## src/rtl/ps2_pkg.sv

```systemverilog
// Shared constants and code-FSM state encoding for the PS/2 ASCII decoder.
package ps2_pkg;

    localparam logic [7:0] PS2_BREAK   = 8'hF0;
    localparam logic [7:0] PS2_EXT     = 8'hE0;
    localparam logic [7:0] PS2_LSHIFT  = 8'h12;
    localparam logic [7:0] PS2_RSHIFT  = 8'h59;
    localparam logic [7:0] ASCII_ENTER = 8'h0A;

    typedef enum logic [1:0] {
        ST_BASE,
        ST_BRK,
        ST_EXT,
        ST_EXT_BRK
    } code_state_t;

endpackage

```

## src/rtl/ps2_scan2ascii.sv

```systemverilog
// Combinational scan-code set 2 to ASCII lookup: letters (shift-aware), digits,
// space, enter and backspace. hit is low for unmapped codes.
module ps2_scan2ascii
    import ps2_pkg::*;
(
    input  logic [7:0] code,
    input  logic       shift,
    output logic [7:0] ascii,
    output logic       hit
);

    logic       is_letter;
    logic [4:0] letter;

    always_comb begin
        ascii     = '0;
        hit       = 1'b0;
        is_letter = 1'b0;
        letter    = '0;
        case (code)
            8'h1C: begin is_letter = 1'b1; letter = 5'd0;  end
            8'h32: begin is_letter = 1'b1; letter = 5'd1;  end
            8'h21: begin is_letter = 1'b1; letter = 5'd2;  end
            8'h23: begin is_letter = 1'b1; letter = 5'd3;  end
            8'h24: begin is_letter = 1'b1; letter = 5'd4;  end
            8'h2B: begin is_letter = 1'b1; letter = 5'd5;  end
            8'h34: begin is_letter = 1'b1; letter = 5'd6;  end
            8'h33: begin is_letter = 1'b1; letter = 5'd7;  end
            8'h43: begin is_letter = 1'b1; letter = 5'd8;  end
            8'h3B: begin is_letter = 1'b1; letter = 5'd9;  end
            8'h42: begin is_letter = 1'b1; letter = 5'd10; end
            8'h4B: begin is_letter = 1'b1; letter = 5'd11; end
            8'h3A: begin is_letter = 1'b1; letter = 5'd12; end
            8'h31: begin is_letter = 1'b1; letter = 5'd13; end
            8'h44: begin is_letter = 1'b1; letter = 5'd14; end
            8'h4D: begin is_letter = 1'b1; letter = 5'd15; end
            8'h15: begin is_letter = 1'b1; letter = 5'd16; end
            8'h2D: begin is_letter = 1'b1; letter = 5'd17; end
            8'h1B: begin is_letter = 1'b1; letter = 5'd18; end
            8'h2C: begin is_letter = 1'b1; letter = 5'd19; end
            8'h3C: begin is_letter = 1'b1; letter = 5'd20; end
            8'h2A: begin is_letter = 1'b1; letter = 5'd21; end
            8'h1D: begin is_letter = 1'b1; letter = 5'd22; end
            8'h22: begin is_letter = 1'b1; letter = 5'd23; end
            8'h35: begin is_letter = 1'b1; letter = 5'd24; end
            8'h1A: begin is_letter = 1'b1; letter = 5'd25; end
            8'h45: begin hit = 1'b1; ascii = 8'h30; end
            8'h16: begin hit = 1'b1; ascii = 8'h31; end
            8'h1E: begin hit = 1'b1; ascii = 8'h32; end
            8'h26: begin hit = 1'b1; ascii = 8'h33; end
            8'h25: begin hit = 1'b1; ascii = 8'h34; end
            8'h2E: begin hit = 1'b1; ascii = 8'h35; end
            8'h36: begin hit = 1'b1; ascii = 8'h36; end
            8'h3D: begin hit = 1'b1; ascii = 8'h37; end
            8'h3E: begin hit = 1'b1; ascii = 8'h38; end
            8'h46: begin hit = 1'b1; ascii = 8'h39; end
            8'h29: begin hit = 1'b1; ascii = 8'h20; end
            8'h5A: begin hit = 1'b1; ascii = ASCII_ENTER; end
            8'h66: begin hit = 1'b1; ascii = 8'h08; end
            default: ;
        endcase
        if (is_letter) begin
            hit   = 1'b1;
            ascii = (shift ? 8'h41 : 8'h61) + {3'b000, letter};
        end
    end

endmodule

```

## src/rtl/ps2_ascii_decoder.sv

```systemverilog
// PS/2 keyboard receiver: sync, 11-bit frame check, stall timeout, make/break code FSM.
// Define PS2_REPEAT_EN to let typematic repeats of a held key produce a pulse each time.
module ps2_ascii_decoder
    import ps2_pkg::*;
#(
    parameter int unsigned TIMEOUT_CYCLES = 50000
) (
    input  logic       clk,
    input  logic       reset,
    input  logic       ps2_clk,
    input  logic       ps2_data,
    output logic [7:0] ascii_out,
    output logic       ascii_valid,
    output logic       frame_err
);

    localparam int unsigned TO_W = $clog2(TIMEOUT_CYCLES + 1);

    logic [2:0]      sync_clk;
    logic [2:0]      sync_data;
    logic            fall;
    logic [3:0]      bit_cnt;
    logic [9:0]      shreg;
    logic [10:0]     frame_w;
    logic            frame_ok;
    logic [TO_W-1:0] to_cnt;
    logic [7:0]      code_q;
    logic            code_stb;

    assign fall     = sync_clk[2] & ~sync_clk[1];
    // frame_w[0] is the start bit, [8:1] data, [9] parity, [10] stop
    assign frame_w  = {sync_data[2], shreg};
    assign frame_ok = ~frame_w[0] & frame_w[10] & (^frame_w[9:1]);

    always_ff @(posedge clk) begin
        if (reset) begin
            sync_clk  <= '1;
            sync_data <= '1;
            bit_cnt   <= '0;
            shreg     <= '0;
            to_cnt    <= '0;
            code_q    <= '0;
            code_stb  <= 1'b0;
            frame_err <= 1'b0;
        end else begin
            sync_clk  <= {sync_clk[1:0], ps2_clk};
            sync_data <= {sync_data[1:0], ps2_data};
            code_stb  <= 1'b0;
            frame_err <= 1'b0;
            // An edge takes priority over an expiring timeout on the same cycle
            if (fall) begin
                to_cnt <= '0;
                shreg  <= frame_w[10:1];
                if (bit_cnt == 4'd10) begin
                    bit_cnt <= '0;
                    if (frame_ok) begin
                        code_q   <= frame_w[8:1];
                        code_stb <= 1'b1;
                    end else begin
                        frame_err <= 1'b1;
                    end
                end else begin
                    bit_cnt <= bit_cnt + 4'd1;
                end
            end else if (bit_cnt == 4'd0) begin
                to_cnt <= '0;
            end else if (to_cnt == TO_W'(TIMEOUT_CYCLES)) begin
                bit_cnt   <= '0;
                to_cnt    <= '0;
                frame_err <= 1'b1;
            end else begin
                to_cnt <= to_cnt + TO_W'(1);
            end
        end
    end

    code_state_t state, state_n;
    logic        lshift, lshift_n;
    logic        rshift, rshift_n;
    logic        emit;
    logic [7:0]  look_ascii;
    logic        look_hit;
`ifndef PS2_REPEAT_EN
    logic [7:0]  last_make, last_make_n;
`endif

    ps2_scan2ascii u_lookup (
        .code  (code_q),
        .shift (lshift | rshift),
        .ascii (look_ascii),
        .hit   (look_hit)
    );

    always_comb begin
        state_n  = state;
        lshift_n = lshift;
        rshift_n = rshift;
        emit     = 1'b0;
`ifndef PS2_REPEAT_EN
        last_make_n = last_make;
`endif
        if (code_stb) begin
            case (state)
                ST_BASE: begin
                    if (code_q == PS2_BREAK) begin
                        state_n = ST_BRK;
                    end else if (code_q == PS2_EXT) begin
                        state_n = ST_EXT;
                    end else if (code_q == PS2_LSHIFT) begin
                        lshift_n = 1'b1;
                    end else if (code_q == PS2_RSHIFT) begin
                        rshift_n = 1'b1;
                    end else begin
`ifdef PS2_REPEAT_EN
                        emit = look_hit;
`else
                        emit        = look_hit && (code_q != last_make);
                        last_make_n = code_q;
`endif
                    end
                end
                ST_BRK: begin
                    if (code_q == PS2_LSHIFT) lshift_n = 1'b0;
                    if (code_q == PS2_RSHIFT) rshift_n = 1'b0;
`ifndef PS2_REPEAT_EN
                    if (code_q == last_make) last_make_n = '0;
`endif
                    state_n = ST_BASE;
                end
                ST_EXT: begin
                    state_n = (code_q == PS2_BREAK) ? ST_EXT_BRK : ST_BASE;
                end
                default: begin
                    state_n = ST_BASE;
                end
            endcase
        end
    end

    always_ff @(posedge clk) begin
        if (reset) begin
            state       <= ST_BASE;
            lshift      <= 1'b0;
            rshift      <= 1'b0;
            ascii_out   <= '0;
            ascii_valid <= 1'b0;
`ifndef PS2_REPEAT_EN
            last_make   <= '0;
`endif
        end else begin
            state       <= state_n;
            lshift      <= lshift_n;
            rshift      <= rshift_n;
            ascii_valid <= emit;
            if (emit) ascii_out <= look_ascii;
`ifndef PS2_REPEAT_EN
            last_make   <= last_make_n;
`endif
        end
    end

endmodule

```

## config.mk

```make
export PLATFORM = sky130hd
export DESIGN_NAME = ps2_ascii_decoder
export DESIGN_NICKNAME = d
export VERILOG_FILES = /design/src/rtl/ps2_pkg.sv /design/src/rtl/ps2_scan2ascii.sv /design/src/rtl/ps2_ascii_decoder.sv
export SDC_FILE = /design/constraint.sdc
export NUM_CORES = 1
export LEC_CHECK = 0
export CAP_MARGIN = 20
export CORE_ASPECT_RATIO = 0.8
export CORE_UTILIZATION = 45
export DETAILED_ROUTE_END_ITERATION = 8
export MAX_ROUTING_LAYER = met4
export PLACE_DENSITY_LB_ADDON = 0.2
export SLEW_MARGIN = 20
export SYNTH_ARGS = -nofsm -noshare
export SYNTH_HDL_FRONTEND = slang
export SYNTH_SLANG_ARGS = --single-unit
```

## constraint.sdc

```tcl
create_clock -name clk -period 2.78 [get_ports clk]
set_clock_uncertainty 0.2 [all_clocks]
set_input_delay 0.417 -clock clk [delete_from_list [all_inputs] [get_ports clk]]
set_output_delay 0.417 -clock clk [all_outputs]
set_load 0.02 [all_outputs]
```

==> results.yml, run 1 <==
outcome:
  outcome: "finished clean"
synth:
  yosysTopAreaCellShare_pct: 35.16
  netlist-cell-type-count: 71
  synthesis.area_sq_um: 3815
  ys_warn_count: 0
  synth_area_per_cell_sq_um: 8.293
  synth-edff-count: 0
  yosysSeqAreaShare_pct: 35.16
  dominantRegCellSynth: "dfxtp_1"
  ys_async_sr_fraction_pct: 0
  ys_seq_elements: 67
  synthTopCellsByArea: "dfxtp_1 35%, nor2_1 4.9%, nand2_1 4.5%, xor2_1 3.9%, a21oi_1 3.7%"
  syn_nets: 470
  synthCells: 460
  synth_top_area_cell: "dfxtp_1"
global_route:
  grt_overflow: 0
  grt_use_met3_pct: 4.425
  antenna_found_initial: 0
  grt_pass1_wl_um: 14990
  globalRouteMet2Util_pct: 33.05
  busiest_layer: "met2"
  use_met1_pct: 28.91
  grt_pass1_vias: 3097
  grt_max_degree: 38
  grtUsageTotal_pct: 21.64
detailed_routing:
  wl_um: 8627
  drc: 0
  firstDrtPassIters: 4
  first_iter_violations: 311
  detail_route.wl_per_cell_um: 14.50
  ant_nets: 0
  vias: 3317
  vias_per_cell: 5.575
cells_and_area:
  antenna_cells: 0
  finish.instance_area_sq_um: 4370
  finish.net_count: 492
  final_util_pct: 54.26
  drive_above_1_share_pct: 15.61
  area_growth_pct: 14.56
  fillers: 784
  fin_cells: 595
min_path:
  hp-class: "in2reg"
timing:
  drv_slew: 0
  tns_ns: 0
  fin_crit_sh_pct: 95.27
  setup_viol: 0
  hold_viol: 0
  fmax_mhz: 377.6
  min_period_ns: 2.648
  rsz0062_at_grt: "no"
  timing.slew.headroom_pct: 57.14
  tightest_slew_ns: 0.6416
clock_tree:
  clk_latency_ns: 0.36
  cts_hold_buffers: 0
  tritoncts: "yes"
  cts_max_level: 3
  clkTransAtPathRegs_ns: 0.09
  cts_buffer_depth: 2
  cts_buffers: 9
  clkSinkCount: 67
  cts-root-buf: "clkbuf_8"
worst_setup_path:
  critPathArrivalTime_ns: 2.71
  startpoint_type: "flip-flop"
  critPathKind: "reg2reg"
  critPathMaxFanout: 11
  endpoint_kind: "flip-flop"
  required_ns: 2.84
power:
  power_frac_seq_pct: 51.9
  peakVddDrop_mv: 0.3145
  total_power_mw: 1.865
  pwr-share-comb_pct: 2.3
  p_leak_nw: 1.610
  p_per_area_nw_per_um2: 426.8
  switching_share_pct: 24.87
  p_sw_mw: 0.4639
  pwr-share-clk_pct: 45.8
  p_int_mw: 1.401
placement:
  place_inst: 579
  io_buffers: 13
  dp_hpwl_um: 6169
  post_dp_cell_area_sq_um: 4138
  gp_congestion: 0.8991
die:
  die_area_sq_um: 8852
  core_area_sq_um: 8055
  num_rows: 29
  die_h_um: 84.36
  die_w_um: 104.9
  ios: 14
  start_util_pct: 47.36
job:
  maxCapViolations: 0
placed cells by master (no fill, tap or decap), types with 6 or more instances in the layout:
master            n
nand4_1           7
or3_1             6
xor2_1           17
buf_4            30
nor3_1            7
nor2_1           50
or2_2             6
o21ai_0          12
a22oi_1           9
nand2_1          46
nand2b_1         14
a211oi_1          7
inv_1            14
nand3_1          12
xnor2_1          10
clkdlybuf4s50_1  12
mux2i_1           9
nand3b_1          6
nor2b_1           9
nor3b_1           7
clkbuf_8          9
dfxtp_1          62
ha_1              6
a21oi_1          28
synth_stat cells (7+ instances only):
| library cell | instances |
|---|---|
| dfxtp_1 | 67 |
| nor2_1 | 50 |
| nand2_1 | 46 |
| a21oi_1 | 28 |
| xor2_1 | 17 |
| buf_2 | 15 |
| inv_1 | 14 |
| nand2b_1 | 14 |
| nand3_1 | 12 |
| o21ai_0 | 12 |
| clkbuf_1 | 10 |
| xnor2_1 | 10 |
| a22oi_1 | 9 |
| mux2i_1 | 9 |
| nor2b_1 | 9 |
| a211oi_1 | 7 |
| nand4_1 | 7 |
| nor3_1 | 7 |
| nor3b_1 | 7 |
| or3_1 | 7 |
power by group through the flow:
stage | logic, mW | clock network (mW) | registers (mW)
final | 0.0430 | 0.854 | 0.968
after global routing | 0.0488 | 0.909 | 0.969
after CTS | 0.0424 | 0.872 | 0.969
after detailed placement | 0.0422 | 0 | 0.991
after global placement | 0.0420 | 0 | 0.991
after floorplan | 0.0312 | 0 | 0.991
cells by family after synthesis:
group,count (synthesis),share of synthesized area [%]
DFF,67,35.16
buffers and inverters,46,5.641
muxes,9,2.362
adders and majority gates,6,1.968
xor gates and xnor gates,28,6.789
and+or+nand+nor,207,30.27
AOI/OAI and AO/OA,97,17.81
area by class of cell:
cell class                      instances  area [sq um]  area share (%)
Clock buffer                            9         123.9           2.834
Inverter                               14         52.55           1.202
Multi-Input combinational cell        347          2287           52.33
Tap cell                              108         135.1           3.092
Clock inverter                          7         73.82           1.689
Timing Repair Buffer                   43         350.3           8.016
Sequential cell                        67          1348           30.83
sequential cells by signal, indices dropped and copies added, names as in the netlist:
signal       count
lshift           1
sync_data        3
bit_cnt          4
last_make        8
shreg           10
frame_err        1
sync_clk         3
rshift           1
ascii_valid      1
code_stb         1
state            2
to_cnt          16
code_q           8
ascii_out        8
what timing repair did:
item                       in CTS  in global routing
setup buffers                   0                  0
setup endpoints to repair       0                 21
gates resized for setup         0                 10
worst paths after layout:
kind	startpoint	to	cells past startpoint	slack (ns)
min reg2reg	sync_clk[0]	sync_clk[1]	1	0.21
max	code_q[7]	ascii_out[2]	8	0.13
max reg2reg	code_q[7]	ascii_out[2]	8	0.13
min	reset	code_q[0]	2	0.21
stage by stage:
step / hold slack (ns) / setup WS (ns)
after floorplan: 0.1895 / 0.3103
after global placement: 0.1918 / 0.1384
after detailed placement: 0.1955 / 0.1186
after CTS: 0.2014 / 0.1028
after global routing: 0.2344 / 0.008932
final: 0.2123 / 0.1316
worst max-delay path, stage by stage, from the launching register on:
cell	delay, ns
dfxtp_1	0.44
or4b_4	0.63
o32ai_1	0.31
nand2_1	0.12
nand2_1	0.09
ha_1	0.17
a21bo_1	0.20
a32o_1	0.25
o21a_1	0.16
layer usage:
| layer | routed length, um | up-vias |
|---|---|---|
| li1 | - | 1696 |
| met1 | 4368 | 1550 |
| met2 | 3791 | 63 |
| met3 | 366 | 8 |
| met4 | 100 | 0 |
| met5 | 0 | - |
Power figures use the tool's default switching activity.
==> inputs of run 2 (changes only) <==
--- a/config.mk
+++ b/config.mk
@@ -10,7 +10,6 @@
 export CORE_UTILIZATION = 45
 export DETAILED_ROUTE_END_ITERATION = 8
 export MAX_ROUTING_LAYER = met4
-export PLACE_DENSITY_LB_ADDON = 0.2
 export SLEW_MARGIN = 20
 export SYNTH_ARGS = -nofsm -noshare
 export SYNTH_HDL_FRONTEND = slang
==> run 2 against run 1 <==
  * Combinational power is 2% higher
  * Global-route usage is 0.30 points higher
  * Final cell count is 1.8% higher
  * Via count is 1.3% higher
  * Register-to-register slack worse by 0.04 ns
  * Worst hold slack better by 0.0019 ns
  * Highest routed layer unchanged
==> results.yml, run 2 (synthesized netlist as in run 1, its figures left out) <==
outcome:
  outcome: "finished clean"
placement:
  dp_hpwl_um: 6461
  post-place-ws_ns: 0.07967
  io_buffers: 13
  gp_congestion: 0.9785
power:
  p_int_mw: 1.353
  pwr-share-comb_pct: 2.5
  p_leak_nw: 1.651
  p_sw_mw: 0.3765
  power_frac_seq_pct: 56.1
  p_per_area_nw_per_um2: 389.1
  pwr-share-clk_pct: 41.4
  switching_share_pct: 21.77
  peakVddDrop_mv: 0.3231
die:
  core_area_sq_um: 8055
  die_area_sq_um: 8852
  ios: 14
  start_util_pct: 47.36
  die_w_um: 104.9
  num_rows: 29
  die_h_um: 84.36
detailed_routing:
  drc: 0
  ant_nets: 0
  first_iter_violations: 211
  vias: 3360
  vias_per_cell: 5.545
  detail_route.wl_per_cell_um: 14.45
  wl_um: 8754
  firstDrtPassIters: 4
clock_tree:
  cts_max_level: 3
  clkTransAtPathRegs_ns: 0.07
  tritoncts: "yes"
  clkSinkCount: 67
  cts-root-buf: "clkbuf_8"
  cts_buffers: 9
  cts_buffer_depth: 2
  cts_hold_buffers: 0
  post_cts_buffers: 0
  clk_latency_ns: 0.34
timing:
  hold_viol: 0
  timing.slew.headroom_pct: 52.10
  tightest_slew_ns: 0.7004
  fmax_mhz: 371.3
  drv_slew: 0
  setup_slack_ns: 0.08687
  setup_viol: 0
  fin_crit_sh_pct: 96.88
  min_period_ns: 2.693
min_path:
  hp-class: "reg2reg"
  min_to: "sync_clk[1]"
  hold_path_depth: 1
  min_from: "sync_clk[0]"
cells_and_area:
  antenna_cells: 0
  finish.net_count: 503
  largest_reg_flops: 16
  fillers: 765
  max_flop_register: "to_cnt"
  final_cell_mix: "64 x dfxtp_1, 50 x nor2_1, 46 x nand2_1"
  largestRegisters: "to_cnt: 16 flops, shreg: 10 flops"
  area_growth_pct: 16.53
  drive_above_1_share_pct: 16.27
  final_common_cell: "dfxtp_1"
  final_util_pct: 55.19
worst_setup_path:
  worst_path_largest_cell_delay_ns: 0.68
  worst-path-buf-inv: 1
  endpoint_kind: "flip-flop"
  r2r_end: "ascii_out[1]"
  path_cells: "buf_12 -> nand4bb_1 -> a2111oi_0 -> a211oi_2 -> and3_4 -> o31a_1 -> o221a_1"
  cp_slowest_cell: "a2111oi_0"
  critPathMaxFanout: 16
  r2r-start: "code_q[1]"
  reg2reg_depth: 7
  cp.depth: 7
  critPathKind: "reg2reg"
  critPathArrivalTime_ns: 2.73
  startpoint_type: "flip-flop"
  required_ns: 2.81
  reg2reg_setup_slack_ns: 0.09
  critPathTopFamily: "compound AO/OA/AOI/OAI gates"
job:
  maxCapViolations: 0
global_route:
  grt_max_degree: 39
  grt_pass1_vias: 3114
  grt_overflow: 0
  grt_pass1_wl_um: 15080
  grtUsageTotal_pct: 21.93
  antenna_found_initial: 0
==> run 2: what timing repair did <==
action / 4_1_cts / 5_1_grt
hold endpoints to repair: 0 / 0
endpoints found under the setup margin: 0 / 2
gates resized for setup: 0 / 7
==> run 2: per-stage QoR <==
step / power (mW) / area (sq um) / setup TNS, ns / hold slack (ns) / std cells
3_3_place_gp: 1.035 / 4245 / 0 / 0.1933 / 590
2_1_floorplan: 1.022 / 3815 / 0 / 0.1895 / 460
4_1_cts: 1.754 / 4418 / 0 / 0.2167 / 606
3_5_place_dp: 1.035 / 4245 / 0 / 0.1993 / 590
6_report: 1.730 / 4446 / 0 / 0.2142 / 606
5_1_grt: 1.801 / 4446 / -0.04933 / 0.2334 / 606
==> run 2: per-layer routing <==
layer	global-route usage [%]	up-vias	share of wire, %
met5	-	-	0
met4	6.146	0	0.74
met3	4.814	7	4.5
met2	30.16	69	41
met1	31.84	1567	54
li1	-	1717	-
==> run 2: how the worst max path moves through the flow <==
stage | startpoint | endpoint | slack, ns
after floorplan | code_q[4] | ascii_out[2] | 0.31
final | code_q[1] | ascii_out[1] | 0.09
after global routing | code_q[1] | ascii_out[4] | -0.03
after global placement | code_q[7] | ascii_out[2] | 0.12
after detailed placement | code_q[6] | ascii_out[2] | 0.08
after CTS | code_q[6] | ascii_out[2] | 0.05
==> run 2: power by group through the flow <==
stage               sequential [mW]  clock, mW  combinational [mW]
CTS                           0.969      0.741              0.0442
detailed placement            0.991          0              0.0442
global route                  0.970      0.782              0.0494
global placement              0.991          0              0.0436
floorplan                     0.991          0              0.0312
finish                        0.970      0.716              0.0437
==> run 2: cell type report <==
type | count | area [sq um] | share of cell area (%)
Multi-Input combinational cell | 347 | 2282 | 51.34
Sequential cell | 67 | 1345 | 30.26
Timing Repair Buffer | 54 | 457.9 | 10.30
Clock buffer | 14 | 162.7 | 3.659
Tap cell | 108 | 135.1 | 3.040
Inverter | 14 | 52.55 | 1.182
Clock inverter | 2 | 10.01 | 0.2252
==> run 2: worst reg2reg max path, cell delays in order (launching register included) <==
cell,delay [ns]
dfxtp_1,0.55
buf_12,0.19
nand4bb_1,0.11
a2111oi_0,0.68
a211oi_2,0.13
and3_4,0.24
o31a_1,0.27
o221a_1,0.22
==> inputs of run 3 (changes only) <==
--- a/config.mk
+++ b/config.mk
@@ -7,6 +7,7 @@
 export LEC_CHECK = 0
 export CAP_MARGIN = 20
 export CORE_ASPECT_RATIO = 0.8
+export CORE_MARGIN = 2
 export CORE_UTILIZATION = 45
 export DETAILED_ROUTE_END_ITERATION = 8
 export MAX_ROUTING_LAYER = met4
==> run 3 against run 2 <==
  * Critical path type unchanged
  * Non-clock buffer count shrank 6
  * Largest cell class unchanged
  * Fmax grew 2.2%
  * Clock power grew 24%
==> results.yml, run 3 (synthesized netlist as in run 1, its figures left out) <==
outcome:
  outcome: "finished clean"
cells_and_area:
  largestRegisters: "to_cnt: 16 flops, shreg: 10 flops"
  final_common_cell: "dfxtp_1"
  max_flop_register: "to_cnt"
  fin_cells: 604
  final_cell_mix: "63 x dfxtp_1, 50 x nor2_1, 46 x nand2_1"
  antenna_cells: 0
  largest_reg_flops: 16
  finish.instance_area_sq_um: 4425
  area_growth_pct: 16.01
  drive_above_1_share_pct: 15.04
  finish.net_count: 497
detailed_routing:
  highest_layer: "met4"
  ant_nets: 0
  wl_met1_um: 4516
  vias: 3371
  detail_route.wl_per_cell_um: 14.69
  met2_length_um: 3884
  vias_per_cell: 5.581
  firstDrtPassIters: 4
  wl_um: 8870
  first_iter_violations: 207
  met3RoutedLength_um: 377
  drc: 0
die:
  die_area_sq_um: 9235
  ios: 14
  core_area_sq_um: 8371
  start_util_pct: 45.58
  die_w_um: 106.9
  die_h_um: 86.36
  num_rows: 30
worst_setup_path:
  cp_slowest_cell: "or4b_1"
  reg2reg_depth: 8
  worst_path_largest_cell_delay_ns: 0.70
  critPathKind: "reg2reg"
  critPathArrivalTime_ns: 2.67
  critPathMaxFanout: 10
  r2r-start: "code_q[7]"
  worst-path-buf-inv: 0
  path_cells: "or4b_1 -> o22ai_1 -> a311oi_1 -> nand2_1 -> ha_1 -> a21bo_1 -> a32o_1 -> o21a_1"
  startpoint_type: "flip-flop"
  reg2reg_setup_slack_ns: 0.14
  r2r_end: "ascii_out[2]"
  critPathTopFamily: "compound AO/OA/AOI/OAI gates"
  endpoint_kind: "flip-flop"
  required_ns: 2.82
power:
  switching_share_pct: 20.42
  pwr-share-comb_pct: 2.3
  p_leak_nw: 1.632
  p_per_area_nw_per_um2: 429.3
  peakVddDrop_mv: 0.2292
  p_int_mw: 1.512
  p_sw_mw: 0.3878
  power_frac_seq_pct: 51.0
  pwr-share-clk_pct: 46.7
timing:
  fmax_mhz: 379.5
  hold_viol: 0
  fin_crit_sh_pct: 94.80
  rsz0062_at_grt: "no"
  setup_viol: 0
  timing.slew.headroom_pct: 58.41
  drv_slew: 0
  tightest_slew_ns: 0.6226
  tns_ns: 0
  min_period_ns: 2.635
placement:
  dp_hpwl_um: 6484
  gp_congestion: 0.9605
  io_buffers: 13
  post_dp_cell_area_sq_um: 4193
  place_inst: 588
global_route:
  antenna_found_initial: 0
  grt_max_degree: 29
  grt_pass1_vias: 3091
  grtUsageTotal_pct: 20.74
  grt_overflow: 0
  grt_pass1_wl_um: 14990
min_path:
  hold_path_depth: 1
  hp-class: "reg2reg"
  min_from: "sync_data[1]"
  min_to: "sync_data[2]"
clock_tree:
  post_cts_buffers: 0
  clkTransAtPathRegs_ns: 0.07
  cts_buffers: 9
  cts-root-buf: "clkbuf_8"
  cts_hold_buffers: 0
  tritoncts: "yes"
  cts_buffer_depth: 2
  clkSinkCount: 67
  clk_latency_ns: 0.34
  cts_max_level: 3
job:
  maxCapViolations: 0
==> run 3: changes by cell type in the layout (fill, tap and decap cells not counted), sizes merged <==
cell / previous run / this run
bufinv: 0 / 2
buf: 42 / 36
clkbuf: 14 / 12
==> run 3: stage by stage <==
step	setup slack, ns	hold WS, ns	util (%)	power (mW)
2_1_floorplan	0.3103	0.1895	-	1.022
3_3_place_gp	0.1115	0.1948	50.09	1.034
3_5_place_dp	0.07672	0.1973	50.09	1.035
4_1_cts	0.06980	0.2155	52.71	1.924
5_1_grt	0.02274	0.2393	52.87	1.970
6_report	0.1446	0.2158	52.87	1.900
==> run 3: final cells by class <==
class                      count  area [sq um]
inverter                      14         52.55
tap                          112         140.1
multi-input combinational    347          2267
timing repair buffer          48         400.4
fill                         802          3945
clock buffer                  12         145.1
sequential                    67          1346
clock inverter                 4         73.82
==> run 3: repair_timing <==
item / 4_1_cts / 5_1_grt
endpoints found under the hold margin: 0 / 0
resized for setup: 0 / 5
setup endpoints to repair: 0 / 6
==> run 3: power by group through the flow <==
| stage | registers [mW] | logic (mW) | clock network (mW) |
|---|---|---|---|
| 2_1_floorplan | 0.991 | 0.0312 | 0 |
| 3_3_place_gp | 0.991 | 0.0430 | 0 |
| 3_5_place_dp | 0.992 | 0.0438 | 0 |
| 4_1_cts | 0.969 | 0.0439 | 0.911 |
| 5_1_grt | 0.969 | 0.0494 | 0.952 |
| 6_report | 0.969 | 0.0436 | 0.887 |
==> run 3: how the worst max path moves through the flow <==
| stage | from | to | slack (ns) | cells after the start |
|---|---|---|---|---|
| 6_report | code_q[7] | ascii_out[2] | 0.14 | 8 |
| 5_1_grt | code_q[7] | ascii_out[2] | 0.02 | 8 |
| 4_1_cts | code_q[5] | ascii_out[2] | 0.07 | 8 |
| 3_3_place_gp | code_q[5] | ascii_out[2] | 0.11 | 8 |
| 3_5_place_dp | code_q[5] | ascii_out[2] | 0.08 | 8 |
| 2_1_floorplan | code_q[4] | ascii_out[2] | 0.31 | 9 |
==> run 3: layer usage <==
layer | global-route usage [%] | vias up
met2 | 29.88 | 73
met3 | 4.361 | 10
met5 | - | -
met4 | 6.139 | 0
li1 | - | 1710
met1 | 29.28 | 1578
